File: config.mk
export PLATFORM = sky130hd
export DESIGN_NAME = operand_pair_loader
export DESIGN_NICKNAME = d
export VERILOG_FILES = /design/src/rtl/operand_pair_loader_pkg.sv /design/src/rtl/operand_pair_loader.sv
export SDC_FILE = /design/constraint.sdc
export NUM_CORES = 1
export LEC_CHECK = 0
export BUFFER_PORTS_ARGS = -buffer_cell sky130_fd_sc_hd__buf_2
export CAP_MARGIN = 20
export CORE_ASPECT_RATIO = 2
export CORE_UTILIZATION = 45
export CTS_BUF_LIST = sky130_fd_sc_hd__clkbuf_4
export CTS_CLUSTER_DIAMETER = 30
export DETAILED_ROUTE_END_ITERATION = 10
export PLACE_DENSITY = 0.78
export SKIP_LAST_GASP = 1
export SLEW_MARGIN = 20
export SYNTH_ARGS = -nofsm -noshare
export SYNTH_HDL_FRONTEND = slang
export SYNTH_SLANG_ARGS = --single-unit
export TNS_END_PERCENT = 1
File: constraint.sdc
create_clock -name clk -period 1.2 [get_ports clk]
set_clock_uncertainty 0.15 [all_clocks]
set_input_delay 0.36 -clock clk [delete_from_list [all_inputs] [get_ports clk]]
set_output_delay 0.36 -clock clk [all_outputs]
set_load 0.005 [all_outputs]
File: src/rtl/operand_pair_loader_pkg.sv
// Shared types and constants for the operand pair loader that feeds the magnitude comparator.
package operand_pair_loader_pkg;

  localparam int unsigned DefaultK = 20;

  localparam logic SelA = 1'b0;
  localparam logic SelB = 1'b1;

  typedef enum logic [1:0] {
    StWaitA,
    StWaitB,
    StFull
  } state_e;

endpackage

File: src/rtl/operand_pair_loader.sv
// Collects tagged A/B operand words from one shared input bus and holds them as a registered pair.
// The pair is held until downstream accepts it. Also flags mis-tagged words and counts pairs.
module operand_pair_loader
  import operand_pair_loader_pkg::*;
#(
  parameter int unsigned K = DefaultK
) (
  input  logic         clk,
  input  logic         reset,
  input  logic [K-1:0] in_data,
  input  logic         in_sel,
  input  logic         in_valid,
  output logic         in_ready,
  output logic [K-1:0] pair_a,
  output logic [K-1:0] pair_b,
  output logic         pair_valid,
  input  logic         pair_ready,
  output logic         seq_err,
  output logic [7:0]   pair_count
);

  state_e       state_q, state_d;
  logic [K-1:0] pair_a_q, pair_a_d;
  logic [K-1:0] pair_b_q, pair_b_d;
  logic         seq_err_q, seq_err_d;
  logic [7:0]   count_q, count_d;
  logic         in_xfer;
  logic         out_xfer;

  // A full pair only frees the input slot on the cycle it drains.
  assign in_ready = (state_q != StFull) || pair_ready;
  assign in_xfer  = in_valid && in_ready;
  assign out_xfer = (state_q == StFull) && pair_ready;

  always_comb begin
    state_d   = state_q;
    pair_a_d  = pair_a_q;
    pair_b_d  = pair_b_q;
    seq_err_d = 1'b0;
    count_d   = count_q;
    unique case (state_q)
      StWaitA: begin
        if (in_xfer) begin
          if (in_sel == SelA) begin
            pair_a_d = in_data;
            state_d  = StWaitB;
          end else begin
            seq_err_d = 1'b1;
          end
        end
      end
      StWaitB: begin
        if (in_xfer) begin
          if (in_sel == SelB) begin
            pair_b_d = in_data;
            state_d  = StFull;
          end else begin
            // A repeated A restarts the pair with the newer operand.
            pair_a_d  = in_data;
            seq_err_d = 1'b1;
          end
        end
      end
      StFull: begin
        if (out_xfer) begin
          count_d = count_q + 8'd1;
          state_d = StWaitA;
          if (in_xfer) begin
            if (in_sel == SelA) begin
              pair_a_d = in_data;
              state_d  = StWaitB;
            end else begin
              seq_err_d = 1'b1;
            end
          end
        end
      end
      default: state_d = StWaitA;
    endcase
  end

  always_ff @(posedge clk) begin
    if (reset) begin
      state_q   <= StWaitA;
      pair_a_q  <= '0;
      pair_b_q  <= '0;
      seq_err_q <= 1'b0;
      count_q   <= 8'd0;
    end else begin
      state_q   <= state_d;
      pair_a_q  <= pair_a_d;
      pair_b_q  <= pair_b_d;
      seq_err_q <= seq_err_d;
      count_q   <= count_d;
    end
  end

  assign pair_a     = pair_a_q;
  assign pair_b     = pair_b_q;
  assign pair_valid = (state_q == StFull);
  assign seq_err    = seq_err_q;
  assign pair_count = count_q;

endmodule
# After elaboration in Yosys (flattened, before gate mapping)
# Index checks and enable logic that the tools add are counted.
[op_classes]
addsub = 1
n_reduce_logical = 10
eq_ne = 8
n_mux = 18
[ops]
columns = ["op", "count"]
rows = [
  ["$mux W20", 3],
  ["$pmux W20 S2", 1],
  ["$mux W2", 5],
  ["$ne A2 B2 Y1 const B", 5],
  ["$add A8 B1 Y8 const B", 1],
  ["$mux W1", 7],
  ["$pmux W2 S3", 1],
  ["$reduce_and A5 Y1", 1],
  ["$reduce_and A2 Y1", 2],
  ["$pmux W1 S3", 1],
  ["$reduce_and A3 Y1", 1],
  ["$eq A2 B1 Y1 const B", 1],
  ["$eq A2 B2 Y1 const B", 1],
  ["$logic_and A1 B1 Y1", 2],
  ["$logic_not A2 Y1", 1],
  ["$ne A2 B1 Y1 const B", 1],
  ["$reduce_bool A2 Y1", 1],
  ["$reduce_or A2 Y1", 1],
  ["$logic_or A1 B1 Y1", 1],
]
[word_totals]
word_cells = 42
out_inout_bits = 51
input_bits = 25
reg_bits = 51

# Longest topological paths before layout
[depth]
depth_word = 6
ltp_mapped = 5
ltp_nobuf = 5

# Worst setup path before layout
# Ideal clock, no wire load.
[synth_path]
path_kind = "reg2out"
from = "register state_q[1]"
to = "output port in_ready"
path_slack_ps = -146
n_path_buf = 0
t_arrival_ps = 836
stages_incl_launch_ff = 3
cell_sequence = "dfxtp_1 -> nor2b_1 -> nand2b_2"
[synth_via]
elab_chain_cells = 2
[synth_rtl]
columns = ["element", "line", "rtl"]
rows = [
  ["from (decl)", "operand_pair_loader.sv:22", "state_e state_q, state_d;"],
  ["from (signal assigned)", "operand_pair_loader.sv:84", "state_q <= StWaitA;"],
  ["from (signal assigned)", "operand_pair_loader.sv:90", "state_q <= state_d;"],
  ["$ne A2 B2 Y1", "operand_pair_loader.sv:31", "assign in_ready = (state_q != StFull) || pair_ready;"],
  ["$logic_or A1 B1 Y1", "operand_pair_loader.sv:31", ""],
  ["to (decl)", "operand_pair_loader.sv:13", "output logic in_ready,"],
]
# Every way passes these cells.

# Worst setup path after layout
# Ends and elaborated chain as after synthesis.

==> out/metrics.csv <==
stage;metric;value;unit
layout;FF+latch area;0.00103;mm2
die;num ports;76;
logic_synthesis;Synth top area share;0.538;
worst_hold_path;hold wc startpoint;in_data[7];
place;final RePlAce weighted congestion;0.774;
power;VDD IR max;844;uV
logic_synthesis;sequential share of the synthesized area;0.538;
route;# DRC;0;
die;full die area;0.00450;mm2
clock_tree;clk slew on worst S/H paths;0.14;ns
worst_setup_path;CP Class;flip-flop to primary output;
clock_tree;Max H-tree Level;2;
layout;Area Growth Syn to Fin;38.6;%
die;Die Y;93.8;um
layout;area of the multi-input gates;847;um2
outcome;status;finished with violations;
worst_hold_path;worst min-delay path category;input port to flip-flop;
clock_tree;CTS max path bufs;2;
layout;Fillers;380;
timing;Slew Viols, Final;0;
global_route;initial antenna violation count;0;
logic_synthesis;ranking of synthesized cells by area;dfxtp_1 (54%), nand2_1 (17%), a21oi_1 (12%);
global_route;vias in the first global route;1642;
worst_hold_path;Hold Path Depth;3;
worst_setup_path;Crit. End Element;primary output;
power;Overall Power;2850;uW
route;First DRT Iteration DRCs;56;
global_route;GR Util All Layers;0.228;
worst_setup_path;r2r endpoint;pair_count[6];
worst_setup_path;reg2reg path depth;6;
timing;Least-Margin Pin Slew;0.241;ns
clock_tree;CTS buffer count;5;
layout;Finished Core Util;0.644;
layout;number of diodes;0;
route;antenna-violating nets left;0;
layout;layout cells sized above 1;0.363;
worst_setup_path;CP max-delay cell;dfxtp_4;
power;Pwr Density;1080;mW/mm2
timing;setup slack after layout;-0.387;ns
worst_setup_path;critical path peak fanout;3;
timing;Period Utilization, post-route;1.32;
timing;setup violators final;102;
worst_setup_path;worst reg-to-reg setup slack;-0.29;ns
logic_synthesis;yosys warns;0;
logic_synthesis;mean post-synth cell area;8.08;um2
place;IO buf count;75;
route;Via-to-Cell Ratio;4.97;
power;Leakage Power;0.00118;uW
die;Core Box Area;0.00409;mm2
logic_synthesis;Synth Register Bits;51;
global_route;global-route wire length before repair;7.18;mm
worst_setup_path;r2r startpoint;state_q[0];
worst_setup_path;CP Cell Sequence;nor2b_4 > nand2b_4 > buf_6;
clock_tree;clk_lat worst skew;0.36;ns
outcome;violated checks;setup timing;
route;wire per inst;12.9;um
flow_run;max cap viols;0;
clock_tree;cts hold-fix bufs;0;
timing;RSZ-0062 raised after global routing;yes;
worst_hold_path;Hold Crit Endpoint;pair_a[7];
die;die width;47.9;um
die;Initial Util;0.464;
clock_tree;CTS tree;done;
logic_synthesis;Syn Inst Count;235;
timing;FMAX;0.630;GHz
route;Pre-antenna DRT Iters;4;
route;final WL;4.95;mm
worst_setup_path;Critical Path RT;0.69;ns
timing;Hold Vio Cnt, Final;0;
layout;Final nets;356;
logic_synthesis;Netlist cell types;25;
global_route;largest net degree at the start of global routing;36;
logic_synthesis;Yosys top cell by area;dfxtp_1;
worst_setup_path;CP max stage delay;0.37;ns
clock_tree;clock root cell;clkbuf_4;
clock_tree;Sink Count;51;
die;Site Rows;33;
logic_synthesis;syn nets;261;
worst_setup_path;Startpoint Class;flip-flop;
logic_synthesis;Post-Syn Area;0.00190;mm2
global_route;GRT overflow;0;
worst_setup_path;Arr. time, crit path;1.08;ns
timing;Tmin final;1.59;ns
route;DR vias;1902;
place;DP HPWL;3.75;mm
timing;max_slew headroom;0.838;
## stage by stage
step / instances / area, um2 / setup TNS, ns / hold slack, ns / worst slack, ns
6_report: 383 / 2630 / -18.87 / 0.0714 / -0.387
5_1_grt: 383 / 2630 / -25.23 / 0.0487 / -0.439
4_1_cts: 382 / 2610 / -16.64 / 0.0633 / -0.401
3_5_place_dp: 372 / 2530 / -7.27 / 0.294 / -0.202
3_3_place_gp: 372 / 2530 / -6.33 / 0.289 / -0.182
2_1_floorplan: 235 / 1940 / -0.933 / 0.303 / -0.0414
## where the power goes
group	leakage (uW)	total [uW]	internal (uW)	switching, uW
Sequential	0.000416	1770	1740	25.1
Clock	0.0000263	739	216	523
Combinational	0.000743	340	164	176
## worst max path at each step
stage                     startpoint            end  slack [ns]  cells past startpoint
final                     state_q[1]       in_ready       -0.39                      3
after global routing      state_q[1]       in_ready       -0.44                      3
after CTS                 state_q[1]       in_ready       -0.40                      3
after detailed placement  pair_ready      pair_a[2]       -0.20                      6
after global placement    pair_ready     pair_a[17]       -0.18                      6
after floorplan           state_q[0]  pair_count[7]       -0.04                      4
## synth_stat cells
| cell | number |
|---|---|
| a21o_2 | 1 |
| a21oi_1 | 44 |
| and3b_1 | 1 |
| and4b_1 | 1 |
| buf_2 | 8 |
| clkbuf_1 | 6 |
| dfxtp_1 | 51 |
| ha_1 | 1 |
| inv_1 | 1 |
| nand2_1 | 86 |
| nand2_2 | 1 |
| nand2b_1 | 3 |
| nand2b_2 | 1 |
| nand2b_4 | 1 |
| nand3_1 | 2 |
| nand4_1 | 1 |
| nand4b_1 | 1 |
| nor2_1 | 10 |
| nor2b_1 | 1 |
| nor3_1 | 2 |
| nor4_1 | 2 |
| nor4_2 | 1 |
| o22ai_1 | 1 |
| xnor2_1 | 6 |
| xor2_1 | 2 |
## logic make-up after synthesis
logic type / Yosys count / share of synthesized area
buf+inv: 15 / 0.0349
simple gates: 114 / 0.260
flops: 51 / 0.538
compound gates: 46 / 0.124
fa+ha+maj: 1 / 0.00659
xor+xnor: 8 / 0.0369
## sequential cells by signal, indices dropped and copies added (netlist names)
| signal | flops |
|---|---|
| pair_a | 20 |
| pair_b | 20 |
| pair_count | 8 |
| state_q | 2 |
| seq_err | 1 |
## layout make-up
class | count | share of cell area
clock inverters | 3 | 0.00571
inverters | 1 | 0.00143
repair buffers | 102 | 0.241
well taps | 52 | 0.0247
flip-flops and latches | 51 | 0.391
clock buffers | 5 | 0.0143
multi-input cells | 169 | 0.322
## worst max-delay path, delay by kind of cell (launching register included)
family | cells | cell delay (ns)
flip-flops | 1 | 0.37
buffers and inverters | 1 | 0.11
AND/OR/NAND/NOR | 2 | 0.25
## layout by cell type, fill, tap and decap left out, types with 2 or more instances in the layout
| cell | n |
|---|---|
| nand2b_4 | 3 |
| dfxtp_4 | 2 |
| xnor2_1 | 6 |
| buf_12 | 4 |
| nand3_1 | 2 |
| nor4_2 | 3 |
| nor2_1 | 10 |
| dfxtp_1 | 49 |
| clkbuf_4 | 5 |
| nand2_1 | 86 |
| buf_2 | 74 |
| buf_4 | 23 |
| a21oi_1 | 43 |
| nand2b_1 | 2 |
| clkinv_1 | 2 |
| nor3_1 | 2 |
| xor2_1 | 2 |
## repair_timing
action,in CTS,in global routing
hold endpoints to repair,0,0
setup buffers,2,1
setup endpoints to repair,100,102
resized for setup,2,3
## per-layer routing
metal	GRT usage	vias up	share of wire
met5	0	-	0
met4	0.102	0	0.021
met3	0.0481	10	0.042
met2	0.416	61	0.58
met1	0.224	880	0.36
li1	-	951	-
Note: power is estimated with default switching activity, not from simulation.
